$ cat src/rtl/dctlb_tlbi_seq.sv
// dctlb_tlbi_seq: buffers l2tlb TLBI messages and issues masked compare-invalidate commands to the dctlb, then acks.
// Ports: clk/reset; tlbi_valid/tlbi_retry/tlbi_kind/tlbi_vpn (from l2tlb);
// inv_valid/inv_retry/inv_index/inv_vpn/inv_mask (to dctlb array); ack_valid/ack_retry (to l2tlb).
module dctlb_tlbi_seq #(
  parameter int VPN_BITS   = 27,
  parameter int IDX_BITS   = 6,
  parameter int FIFO_DEPTH = 4
) (
  input  logic                clk,
  input  logic                reset,
  input  logic                tlbi_valid,
  output logic                tlbi_retry,
  input  logic [1:0]          tlbi_kind,
  input  logic [VPN_BITS-1:0] tlbi_vpn,
  output logic                inv_valid,
  input  logic                inv_retry,
  output logic [IDX_BITS-1:0] inv_index,
  output logic [VPN_BITS-1:0] inv_vpn,
  output logic [VPN_BITS-1:0] inv_mask,
  output logic                ack_valid,
  input  logic                ack_retry
);
  localparam int PW = $clog2(FIFO_DEPTH);
  localparam int NS = (VPN_BITS + IDX_BITS - 1) / IDX_BITS;
  typedef enum logic [1:0] {IDLE, SINGLE, SWEEP, ACK} state_t;
  state_t state;
  logic [1:0] fk [FIFO_DEPTH];
  logic [VPN_BITS-1:0] fv [FIFO_DEPTH];
  logic [PW-1:0] wp, rp;
  logic [PW:0] cnt;
  logic [IDX_BITS-1:0] sweep_cnt, hash;
  logic [1:0] hk;
  logic [VPN_BITS-1:0] hv, mask;
  logic [NS*IDX_BITS-1:0] ext;
  logic [4:0] sh;
  logic push, pop;
  assign tlbi_retry = cnt == (PW+1)'(FIFO_DEPTH);
  assign push = tlbi_valid && !tlbi_retry;
  assign pop = state == IDLE && cnt != '0;
  assign hk = fk[rp];
  assign hv = fv[rp];
  // Index hash over the head entry: XOR of IDX_BITS-wide VPN slices, top slice zero-extended.
  always_comb begin
    ext = '0;
    ext[VPN_BITS-1:0] = hv;
    hash = '0;
    for (int i = 0; i < NS; i++) hash = hash ^ ext[i*IDX_BITS +: IDX_BITS];
    sh = hk == 2'd0 ? 5'd0 : hk == 2'd1 ? 5'd9 : hk == 2'd2 ? 5'd10 : 5'd18;
    mask = {VPN_BITS{1'b1}} << sh;
  end
  always_ff @(posedge clk) begin
    if (push) begin
      fk[wp] <= tlbi_kind;
      fv[wp] <= tlbi_vpn;
    end
  end
  always_ff @(posedge clk) begin
    if (reset) begin
      wp <= '0;
      rp <= '0;
      cnt <= '0;
    end else begin
      wp <= wp + PW'(push);
      rp <= rp + PW'(pop);
      cnt <= cnt + (PW+1)'(push) - (PW+1)'(pop);
    end
  end
  // Command outputs are loaded at pop time so they come straight from flops.
  always_ff @(posedge clk) begin
    if (reset) begin
      state <= IDLE;
      sweep_cnt <= '0;
      inv_valid <= 1'b0;
      inv_index <= '0;
      inv_vpn <= '0;
      inv_mask <= '0;
      ack_valid <= 1'b0;
    end else begin
      case (state)
        IDLE: if (pop) begin
          state <= hk == 2'd0 ? SINGLE : SWEEP;
          sweep_cnt <= '0;
          inv_valid <= 1'b1;
          inv_index <= hk == 2'd0 ? hash : '0;
          inv_vpn <= hv & mask;
          inv_mask <= mask;
        end
        SINGLE: if (!inv_retry) begin
          state <= ACK;
          inv_valid <= 1'b0;
          inv_index <= '0;
          inv_vpn <= '0;
          inv_mask <= '0;
          ack_valid <= 1'b1;
        end
        SWEEP: if (!inv_retry) begin
          if (sweep_cnt == '1) begin
            state <= ACK;
            inv_valid <= 1'b0;
            inv_index <= '0;
            inv_vpn <= '0;
            inv_mask <= '0;
            ack_valid <= 1'b1;
          end else begin
            sweep_cnt <= sweep_cnt + 1'b1;
            inv_index <= sweep_cnt + 1'b1;
          end
        end
        ACK: if (!ack_retry) begin
          state <= IDLE;
          ack_valid <= 1'b0;
        end
        default: state <= IDLE;
      endcase
    end
  end
endmodule

$ cat config.mk
export PLATFORM = sky130hd
export DESIGN_NAME = dctlb_tlbi_seq
export DESIGN_NICKNAME = d
export VERILOG_FILES = /design/src/rtl/dctlb_tlbi_seq.sv
export SDC_FILE = /design/constraint.sdc
export NUM_CORES = 1
export LEC_CHECK = 0
export CORE_ASPECT_RATIO = 1.5
export CORE_UTILIZATION = 55
export DETAILED_ROUTE_END_ITERATION = 8
export GPL_TIMING_DRIVEN = 1
export PLACE_DENSITY = 0.8
export SLEW_MARGIN = 20
export SYNTH_ARGS = -nofsm -noshare
export SYNTH_HDL_FRONTEND = slang
export SYNTH_SLANG_ARGS = --single-unit
$ cat constraint.sdc
create_clock -name clk -period 4.7 [get_ports clk]
set_clock_uncertainty 0.05 [all_clocks]
set_input_delay 0.705 -clock clk [delete_from_list [all_inputs] [get_ports clk]]
set_output_delay 0.705 -clock clk [all_outputs]
set_load 0.05 [all_outputs]
==> results of run 1 <==
sequential cells by signal, indices dropped and copies added (netlist names):
signal	cells
inv_valid	1
cnt	3
state	2
rp	2
sweep_cnt	6
wp	2
ack_valid	1
fv	108
inv_index	6
inv_vpn	27
fk	8
inv_mask	5
placed cells by master (no fill, tap or decap), types with 4 or more instances in the layout:
cell	Yosys	routed
a21oi_1	43	43
and2_1	4	4
buf_4	25	8
clkbuf_16	0	17
clkdlybuf4s50_1	0	95
clkinvlp_4	0	4
dfxtp_1	55	54
edfxtp_1	116	116
ha_1	9	9
inv_1	5	5
mux4_1	10	10
mux4_2	19	19
nand2_1	42	41
nand3_1	21	21
nand3b_1	9	9
nor2_1	22	21
nor2b_1	4	4
nor3_1	9	9
o21ai_0	9	9
o31ai_1	4	4
xnor2_1	15	15
xor2_1	9	9
worst max path at each step:
stage                                      to  cells past startpoint
global placement     inv_vpn[26]$_SDFFE_PP0P_                      7
detailed placement   inv_vpn[14]$_SDFFE_PP0P_                      7
floorplan                  fk[0][0]$_DFFE_PP_                      3
global route        inv_index[2]$_SDFFE_PP0P_                      6
CTS                 inv_index[2]$_SDFFE_PP0P_                      6
finish              inv_index[2]$_SDFFE_PP0P_                      6
cells by family (layout without fill, tap and decap cells):
kind of cell	count (synthesis)	after routing	share of synthesized area (%)
DFF	171	171	64.6
buffers and inverters	53	140	5.08
AOI/OAI and AO/OA	73	73	6.01
adders and majority gates	10	10	1.87
xor gates and xnor gates	27	27	3.91
and+or+nand+nor	125	125	8.67
muxes	30	30	9.87
worst reg2reg max path, cell delays in order, from the launching register on:
cell and delay, ns:
dfxtp_2 0.83, buf_4 0.40, mux4_1 0.67, xnor3_1 0.43, xnor2_1 0.31, a21oi_1 0.12, nor3_1 0.16
cell usage after synthesis, drive strengths merged, types with 2 or more instances:
master / instances / share of area (%)
o21a: 3 / 0.32
nor2: 22 / 1.2
xor2: 9 / 1.1
a22oi: 2 / 0.21
ha: 9 / 1.6
a31oi: 3 / 0.26
buf: 36 / 4.1
o31ai: 4 / 0.42
nor3: 10 / 0.86
mux4: 29 / 9.7
and3: 2 / 0.18
nand3b: 9 / 0.95
a21oi: 44 / 3.2
or3: 3 / 0.26
nor3b: 4 / 0.42
xnor2: 15 / 1.9
clkbuf: 11 / 0.58
nor2b: 4 / 0.35
xnor3: 3 / 0.95
dfxtp: 55 / 16
and2: 4 / 0.35
nand3: 21 / 1.5
inv: 5 / 0.26
o21ai: 9 / 0.63
edfxtp: 116 / 49
nand2: 42 / 2.2
power by group through the flow:
stage	sequential, mW	combinational, mW	clock, mW
finish	2.04	2.50	1.35
global route	2.07	2.63	1.43
CTS	2.05	2.49	1.36
detailed placement	2.07	2.47	0
global placement	2.06	2.42	0
floorplan	2.38	1.52	0
layout make-up:
type                    count  area, um^2  area share, %
clock inverters            14         148           1.73
flip-flops and latches    171        4590           53.6
repair buffers            104        1020           11.9
inverters                   5        18.8          0.219
well taps                 156         195           2.28
clock buffers              17         425           4.97
multi-input cells         265        2160           25.3
routing by layer:
metal | wire length [um] | part of all wire (%)
met3 | 1030 | 7.0
met2 | 7780 | 53
met5 | 0 | 0
met4 | 370 | 2.5
met1 | 5620 | 38
metrics by stage:
step | hold WS, ns | area [um^2] | util (%) | total power [mW]
global route | 0.423 | 8550 | 68.4 | 6.13
global placement | 0.395 | 7980 | 63.7 | 4.47
CTS | 0.409 | 8550 | 68.3 | 5.90
detailed placement | 0.398 | 7980 | 63.7 | 4.54
finish | 0.407 | 8550 | 68.4 | 5.89
floorplan | 0.427 | 7100 | - | 3.91
==> results_dict.tcl, run 1 <==
set metrics [dict create \
    post_cts_resized 0 \
    finalSetupViolCount 0 \
    cp_slowest_stage_delay_ns 0.83 \
    synth_nets 533 \
    start_kind "register" \
    clock_latency_ns 0.42 \
    grtUsageMet2_pct 39.9 \
    ys_seq_elements 171 \
    ys_types 47 \
    async_reset_ff_share_pct 0 \
    p_sw_mw 2.34 \
    path_buf_inv 1 \
    reg2reg_depth 6 \
    die_width_um 94.8 \
    io_pins 97 \
    area_delta_synth_final_pct 20.5 \
    hold_end "inv_vpn[0]$_SDFFE_PP0P_" \
    hp-start "inv_vpn[0]$_SDFFE_PP0P_" \
    grt-busiest-layer "met2" \
    cap_violations 0 \
    wl_per_cell_um 20.2 \
    clock-sinks 171 \
    yosys_most_used_dff "edfxtp_1" \
    end_kind "register" \
    tns_ns 0 \
    numCtsBuffers 17 \
    grtUsageTotal_pct 23.8 \
    coreArea_mm2 0.0125 \
    clock_path_buffers 2 \
    drt_wl_total_um 14800 \
    ys_seq_area_share_pct 64.6 \
    internal_power_mw 3.55 \
    final_cells 732 \
    ctsRootBufferMaster "clkbuf_16" \
    cp_cell_sequence "buf_4, mux4_1, xnor3_1, xnor2_1, a21oi_1, nor3_1" \
    gp_congestion 0.855 \
    drc 0 \
    worstHoldPathType "register to register" \
    grt_first_pass_wirelength_um 22900 \
    grt_max_degree 54 \
    vias 4362 \
    ir_worst_vdd_v 0.000326 \
    worstPathRequired_ns 4.99 \
    max_freq_mhz 328 \
    vias_per_cell 5.96 \
    design.die.area_mm2 0.0134 \
    ant_nets 0 \
    layout_setup_ws_ns 1.65 \
    crit_family "flip-flops" \
    synthCells 489 \
    cts_tree "yes" \
    clkPwrFrac_pct 22.9 \
    post_cts_buffers 0 \
    use_met1_pct 29.7 \
    pre_cts_ws_ns 1.49 \
    hold_depth 2 \
    postSynthAreaPerCell_um2 14.5 \
    grtUsageMet3_pct 4.75 \
    max_slew.worst_pin.slew_ns 1.00 \
    portBuffers 96 \
    p_per_area_mw_per_mm2 689 \
    synth_area_mm2 0.00710 \
    critPathArrivalTime_ns 3.34 \
    worstSetupPathType "register to register" \
    dp_hpwl_um 9160 \
    cpMaxStageDelayCell "dfxtp_2" \
    htreeDepth 4 \
    grt_antenna_before_repair 0 \
    grt_pass1_vias 4311 \
    holdBufCountCts 0 \
    power.share.sequential_pct 34.7 \
    fill_cells 860 \
    clkTransAtPathRegs_ns 0.07 \
    rsz0062_at_grt "no" \
    first_iter_violations 267 \
    crit_start "rp[0]$_SDFF_PP0_" \
    initial_utilization_pct 56.7 \
    fin_crit_ns 3.05 \
    p_sw_share_pct 39.7 \
    hold_violations 0 \
    path_max_fanout 21 \
    die_h_um 141 \
    comb_power_share_pct 42.4 \
    dp.cells 701 \
    leakage_nw 2.88 \
    reg2reg_from "rp[0]$_SDFF_PP0_" \
    max-slew-margin-rel_pct 33.0 \
    maxSlewViolCount 0 \
    dr.pass1.iters 5 \
    grt_overflow_total 0 \
    n_antenna_cell 0 \
    layout-drive-gt1-share_pct 11.3 \
    synth-edff-count 116 \
    r2r_end "inv_index[2]$_SDFFE_PP0P_" \
    ff2ff_setup_slack_ns 1.65 \
    final.period_utilization_pct 64.9 \
    nets 608 \
    yosysWarnings 0 \
    status "completed" \
    placementRows 50 \
]
(Power assumes the default switching activity.)
==> inputs of run 2 (changes only) <==
==> constraint.sdc (replaced) <==
create_clock -name clk -period 2.9 [get_ports clk]
set_clock_uncertainty 0.05 [all_clocks]
set_input_delay 0.435 -clock clk [delete_from_list [all_inputs] [get_ports clk]]
set_output_delay 0.435 -clock clk [all_outputs]
set_load 0.05 [all_outputs]
==> run 2 against run 1 <==
Against the previous run:
- via count decreased by 0.11%
- power increased by 68%
- clock power increased by 76%
- die area unchanged
- global-route usage decreased by 0.21 points
- utilization increased by 1.5 points
- wire length decreased by 0.53%
==> results_dict.tcl, run 2 (synthesis gave the netlist of run 1 again) <==
set metrics [dict create \
    grtUsageTotal_pct 23.6 \
    hold_violations 0 \
    clock_latency_ns 0.43 \
    max_slew.worst_pin.slew_ns 0.663 \
    grt_overflow_total 0 \
    start_kind "register" \
    ant_nets 0 \
    leakage_nw 3.00 \
    fin_crit_ns 2.31 \
    hold_slack_ns 0.402 \
    dr.pass1.iters 4 \
    place_area_mm2 0.00812 \
    drc 0 \
    layout-drive-gt1-share_pct 13.7 \
    post_cts_resized 0 \
    coreArea_mm2 0.0125 \
    wl_per_cell_um 19.7 \
    dp_hpwl_um 9670 \
    grt_max_degree 36 \
    p_sw_share_pct 39.1 \
    vias_per_cell 5.83 \
    n_antenna_cell 0 \
    holdBufCountCts 0 \
    pre_cts_ws_ns 0.452 \
    worstSetupPathType "register to output pin" \
    final.period_utilization_pct 79.7 \
    clock-sinks 171 \
    cap_violations 0 \
    clock_path_buffers 2 \
    status "completed" \
    maxSlewViolCount 0 \
    comb_power_share_pct 42.8 \
    cts_tree "yes" \
    clkPwrFrac_pct 24.1 \
    critPathArrivalTime_ns 1.83 \
    placementRows 50 \
    gp_congestion 0.869 \
    design.die.area_mm2 0.0134 \
    grt_antenna_before_repair 0 \
    path_max_fanout 4 \
    power.share.sequential_pct 33.1 \
    internal_power_mw 6.02 \
    drt_wl_total_um 14700 \
    rsz0062_at_grt "no" \
    finalSetupViolCount 0 \
    io_pins 97 \
    die_width_um 94.8 \
    die_h_um 141 \
    final_common_cell "edfxtp_1" \
    largest_reg_flops 108 \
    ctsRootBufferMaster "clkbuf_16" \
    max-slew-margin-rel_pct 55.8 \
    largest_register "fv" \
    first_iter_violations 316 \
    worstPathRequired_ns 2.41 \
    worstHoldPathType "register to register" \
    ir_worst_vdd_v 0.000851 \
    layout_common_cells "116 x edfxtp_1, 95 x clkdlybuf4s50_1, 54 x dfxtp_1" \
    vias 4357 \
    grt_first_pass_wirelength_um 22700 \
    p_per_area_mw_per_mm2 1130 \
    htreeDepth 4 \
    max_freq_mhz 432 \
    clkTransAtPathRegs_ns 0.07 \
    layout_setup_ws_ns 0.587 \
    p_sw_mw 3.87 \
    fin_area_mm2 0.00874 \
    area_delta_synth_final_pct 23.1 \
    tns_ns 0 \
    numCtsBuffers 17 \
    initial_utilization_pct 56.7 \
    reg.largest.list "fv x108, inv_vpn x27, fk x8" \
    nets 622 \
    portBuffers 96 \
    grt_pass1_vias 4262 \
    post_cts_buffers 0 \
    end_kind "output pin" \
]
-- run 2: cell types whose count changed in the layout (fill, tap and decap cells not counted), moves of 2 or more --
cell,delta
inv_8,+2
buf_12,+2
buf_4,+12
inv_6,+4
clkinvlp_4,-2
-- run 2: per-layer routing --
metal	routed length, um	vias up	share of wire [%]	global-route usage, %
li1	-	1994	-	-
met1	5550	2128	38	28.4
met2	7730	197	53	40.0
met3	961	38	6.5	5.93
met4	472	0	3.2	9.89
met5	0	-	0	0
-- run 2: critical path, stage by stage, from the launching register on --
cell and delay [ns]:
dfxtp_1 0.37, nor3b_2 0.21, clkdlybuf4s50_1 0.83
-- run 2: worst paths after layout --
path,start,slack [ns],depth (start not counted),endpoint
setup / recovery,cnt[1]$_SDFF_PP0_,0.59,2,tlbi_retry
setup reg to reg,rp[0]$_SDFF_PP0_,0.61,6,inv_index[4]$_SDFFE_PP0P_
hold reg to reg,inv_vpn[2]$_SDFFE_PP0P_,0.40,2,inv_vpn[2]$_SDFFE_PP0P_
hold / removal,inv_vpn[2]$_SDFFE_PP0P_,0.40,2,inv_vpn[2]$_SDFFE_PP0P_
-- run 2: layout make-up --
cell class	instances	area [um^2]
multi-input combinational	265	2170
clock inverter	15	198
tap	156	195
timing repair buffer	118	1150
clock buffer	17	425
inverter	5	18.8
fill	831	3770
sequential	171	4590
-- run 2: power by group through the flow --
stage,Combinational [mW],Clock (mW),Sequential (mW)
6_report,4.23,2.38,3.27
3_5_place_dp,4.21,0,3.32
2_1_floorplan,2.47,0,3.86
3_3_place_gp,4.14,0,3.30
4_1_cts,4.24,2.40,3.28
5_1_grt,4.50,2.51,3.32
-- run 2: per-stage QoR --
step                      total power, mW  utilization (%)  std cells
after floorplan                      6.34                -        489
after global placement               7.44             64.9        715
after detailed placement             7.54             64.9        715
after CTS                            9.91             69.9        747
after global routing                 10.3             69.9        747
final                                9.89             69.9        747
==> inputs of run 3 (changes only) <==
==> constraint.sdc (replaced) <==
create_clock -name clk -period 2.23 [get_ports clk]
set_clock_uncertainty 0.05 [all_clocks]
set_input_delay 0.3345 -clock clk [delete_from_list [all_inputs] [get_ports clk]]
set_output_delay 0.3345 -clock clk [all_outputs]
set_load 0.05 [all_outputs]
==> run 3 against run 2 <==
Against the previous run:
- sequential power up 29%
- worst setup slack worse by 0.52 ns
- final area up 1.6%
- critical path depth up 3
- utilization up 1.1 points
- cell count up 1.3%
- critical path type is now register to register
==> results_dict.tcl, run 3 (synthesis gave the netlist of run 1 again) <==
set metrics [dict create \
    maxSlewViolCount 0 \
    coreArea_mm2 0.0125 \
    htreeDepth 4 \
    pre_cts_ws_ns 0.00355 \
    clkPwrFrac_pct 22.8 \
    path_max_fanout 10 \
    largest_register "fv" \
    holdBufCountCts 0 \
    layout-drive-gt1-share_pct 15.3 \
    drt_wl_total_um 15100 \
    cap_violations 0 \
    place_area_mm2 0.00829 \
    clock_path_buffers 2 \
    clock-sinks 171 \
    max-slew-margin-rel_pct 54.3 \
    p_sw_mw 5.01 \
    drc 0 \
    gp_congestion 0.798 \
    max_freq_mhz 462 \
    grt_first_pass_wirelength_um 23800 \
    comb_power_share_pct 44.3 \
    critPathArrivalTime_ns 2.46 \
    fin_crit_ns 2.17 \
    nets 632 \
    cts_tree "yes" \
    ant_nets 0 \
    crit_family "compound AO/OA/AOI/OAI gates" \
    finalSetupViolCount 0 \
    layout_setup_ws_ns 0.0648 \
    p_per_area_mw_per_mm2 1450 \
    clock_latency_ns 0.42 \
    ir_worst_vdd_v 0.000715 \
    grtUsageTotal_pct 24.5 \
    p_sw_share_pct 38.9 \
    wl_per_cell_um 19.9 \
    placementRows 50 \
    rsz0062_at_grt "no" \
    vias 4385 \
    hold_slack_ns 0.387 \
    area_delta_synth_final_pct 25.1 \
    cp_slowest_stage_delay_ns 0.58 \
    portBuffers 96 \
    internal_power_mw 7.87 \
    initial_utilization_pct 56.7 \
    end_kind "register" \
    multiInputGateArea_mm2 0.00218 \
    path_buf_inv 1 \
    leakage_nw 3.07 \
    start_kind "register" \
    power.share.sequential_pct 32.8 \
    worstPathRequired_ns 2.52 \
    grt_antenna_before_repair 0 \
    die_h_um 141 \
    worstHoldPathType "input port to register" \
    fin_area_mm2 0.00888 \
    die_width_um 94.8 \
    final.period_utilization_pct 97.1 \
    max_slew.worst_pin.slew_ns 0.686 \
    dr.pass1.iters 4 \
    n_antenna_cell 0 \
    clkTransAtPathRegs_ns 0.07 \
    tns_ns 0 \
    final_core_util_pct 71.0 \
    grt_overflow_total 0 \
    total_power_mw 12.9 \
    cpMaxStageDelayCell "mux4_2" \
    ctsRootBufferMaster "clkbuf_16" \
    fill_cells 824 \
    reg.largest.list "fv x108, inv_vpn x27, fk x8" \
    grt_max_degree 33 \
    final_common_cell "edfxtp_1" \
    regArea_mm2 0.00459 \
    status "completed" \
    first_iter_violations 297 \
    layout_common_cells "116 x edfxtp_1, 93 x clkdlybuf4s50_1, 53 x dfxtp_1" \
    largest_reg_flops 108 \
    hold_violations 0 \
    grt_pass1_vias 4462 \
    vias_per_cell 5.79 \
    dp_hpwl_um 10200 \
    design.die.area_mm2 0.0134 \
    worstSetupPathType "register to register" \
    io_pins 97 \
    final_cells 757 \
    dp.cells 725 \
    cp_cell_sequence "buf_12, mux4_2, a21oi_2, nand3_1, a21oi_1" \
    numCtsBuffers 17 \
]
run 3: path summary, 6_finish.rpt:
| check | slack [ns] | endpoint | start | cells past startpoint |
|---|---|---|---|---|
| max | 0.06 | inv_vpn[11]$_SDFFE_PP0P_ | rp[0]$_SDFF_PP0_ | 5 |
| min | 0.39 | sweep_cnt[1]$_SDFFE_PP0P_ | reset | 2 |
| max reg2reg | 0.06 | inv_vpn[11]$_SDFFE_PP0P_ | rp[0]$_SDFF_PP0_ | 5 |
| min reg2reg | 0.40 | inv_mask[9]$_SDFFE_PP0P_ | inv_mask[9]$_SDFFE_PP0P_ | 2 |
run 3: layout make-up:
| type | count | area share [%] |
|---|---|---|
| sequential | 171 | 51.7 |
| inverter | 5 | 0.211 |
| timing repair buffer | 128 | 14.8 |
| clock inverter | 14 | 1.82 |
| clock buffer | 18 | 4.83 |
| tap | 156 | 2.20 |
| multi-input combinational | 265 | 24.5 |
run 3: per-layer routing:
metal	wire length [um]	share of wire (%)	GRT usage [%]	vias up
li1	-	-	-	2009
met2	8120	54	41.3	184
met1	5660	38	29.6	2161
met4	435	2.9	11.1	0
met3	872	5.8	5.77	31
met5	0	0	0	-
run 3: repair_timing:
| action | in CTS | in global routing |
|---|---|---|
| endpoints found under the setup margin | 3 | 7 |
| resized for setup | 2 | 3 |
| buffers inserted | 0 | 0 |
run 3: worst reg2reg max path: cells and delay by family (launching register included):
family,cells,cell delay [ns]
AO/OA/AOI/OAI,2,0.72
multiplexers,1,0.59
flip-flops,1,0.38
AND/OR/NAND/NOR,1,0.20
buffers and inverters,1,0.16
run 3: power groups by stage:
stage	Sequential [mW]	Combinational [mW]	Clock (mW)
final	4.23	5.71	2.94
after global routing	4.28	6.07	3.10
after CTS	4.23	5.73	2.97
after detailed placement	4.29	5.68	0
after global placement	4.27	5.60	0
after floorplan	5.03	3.23	0
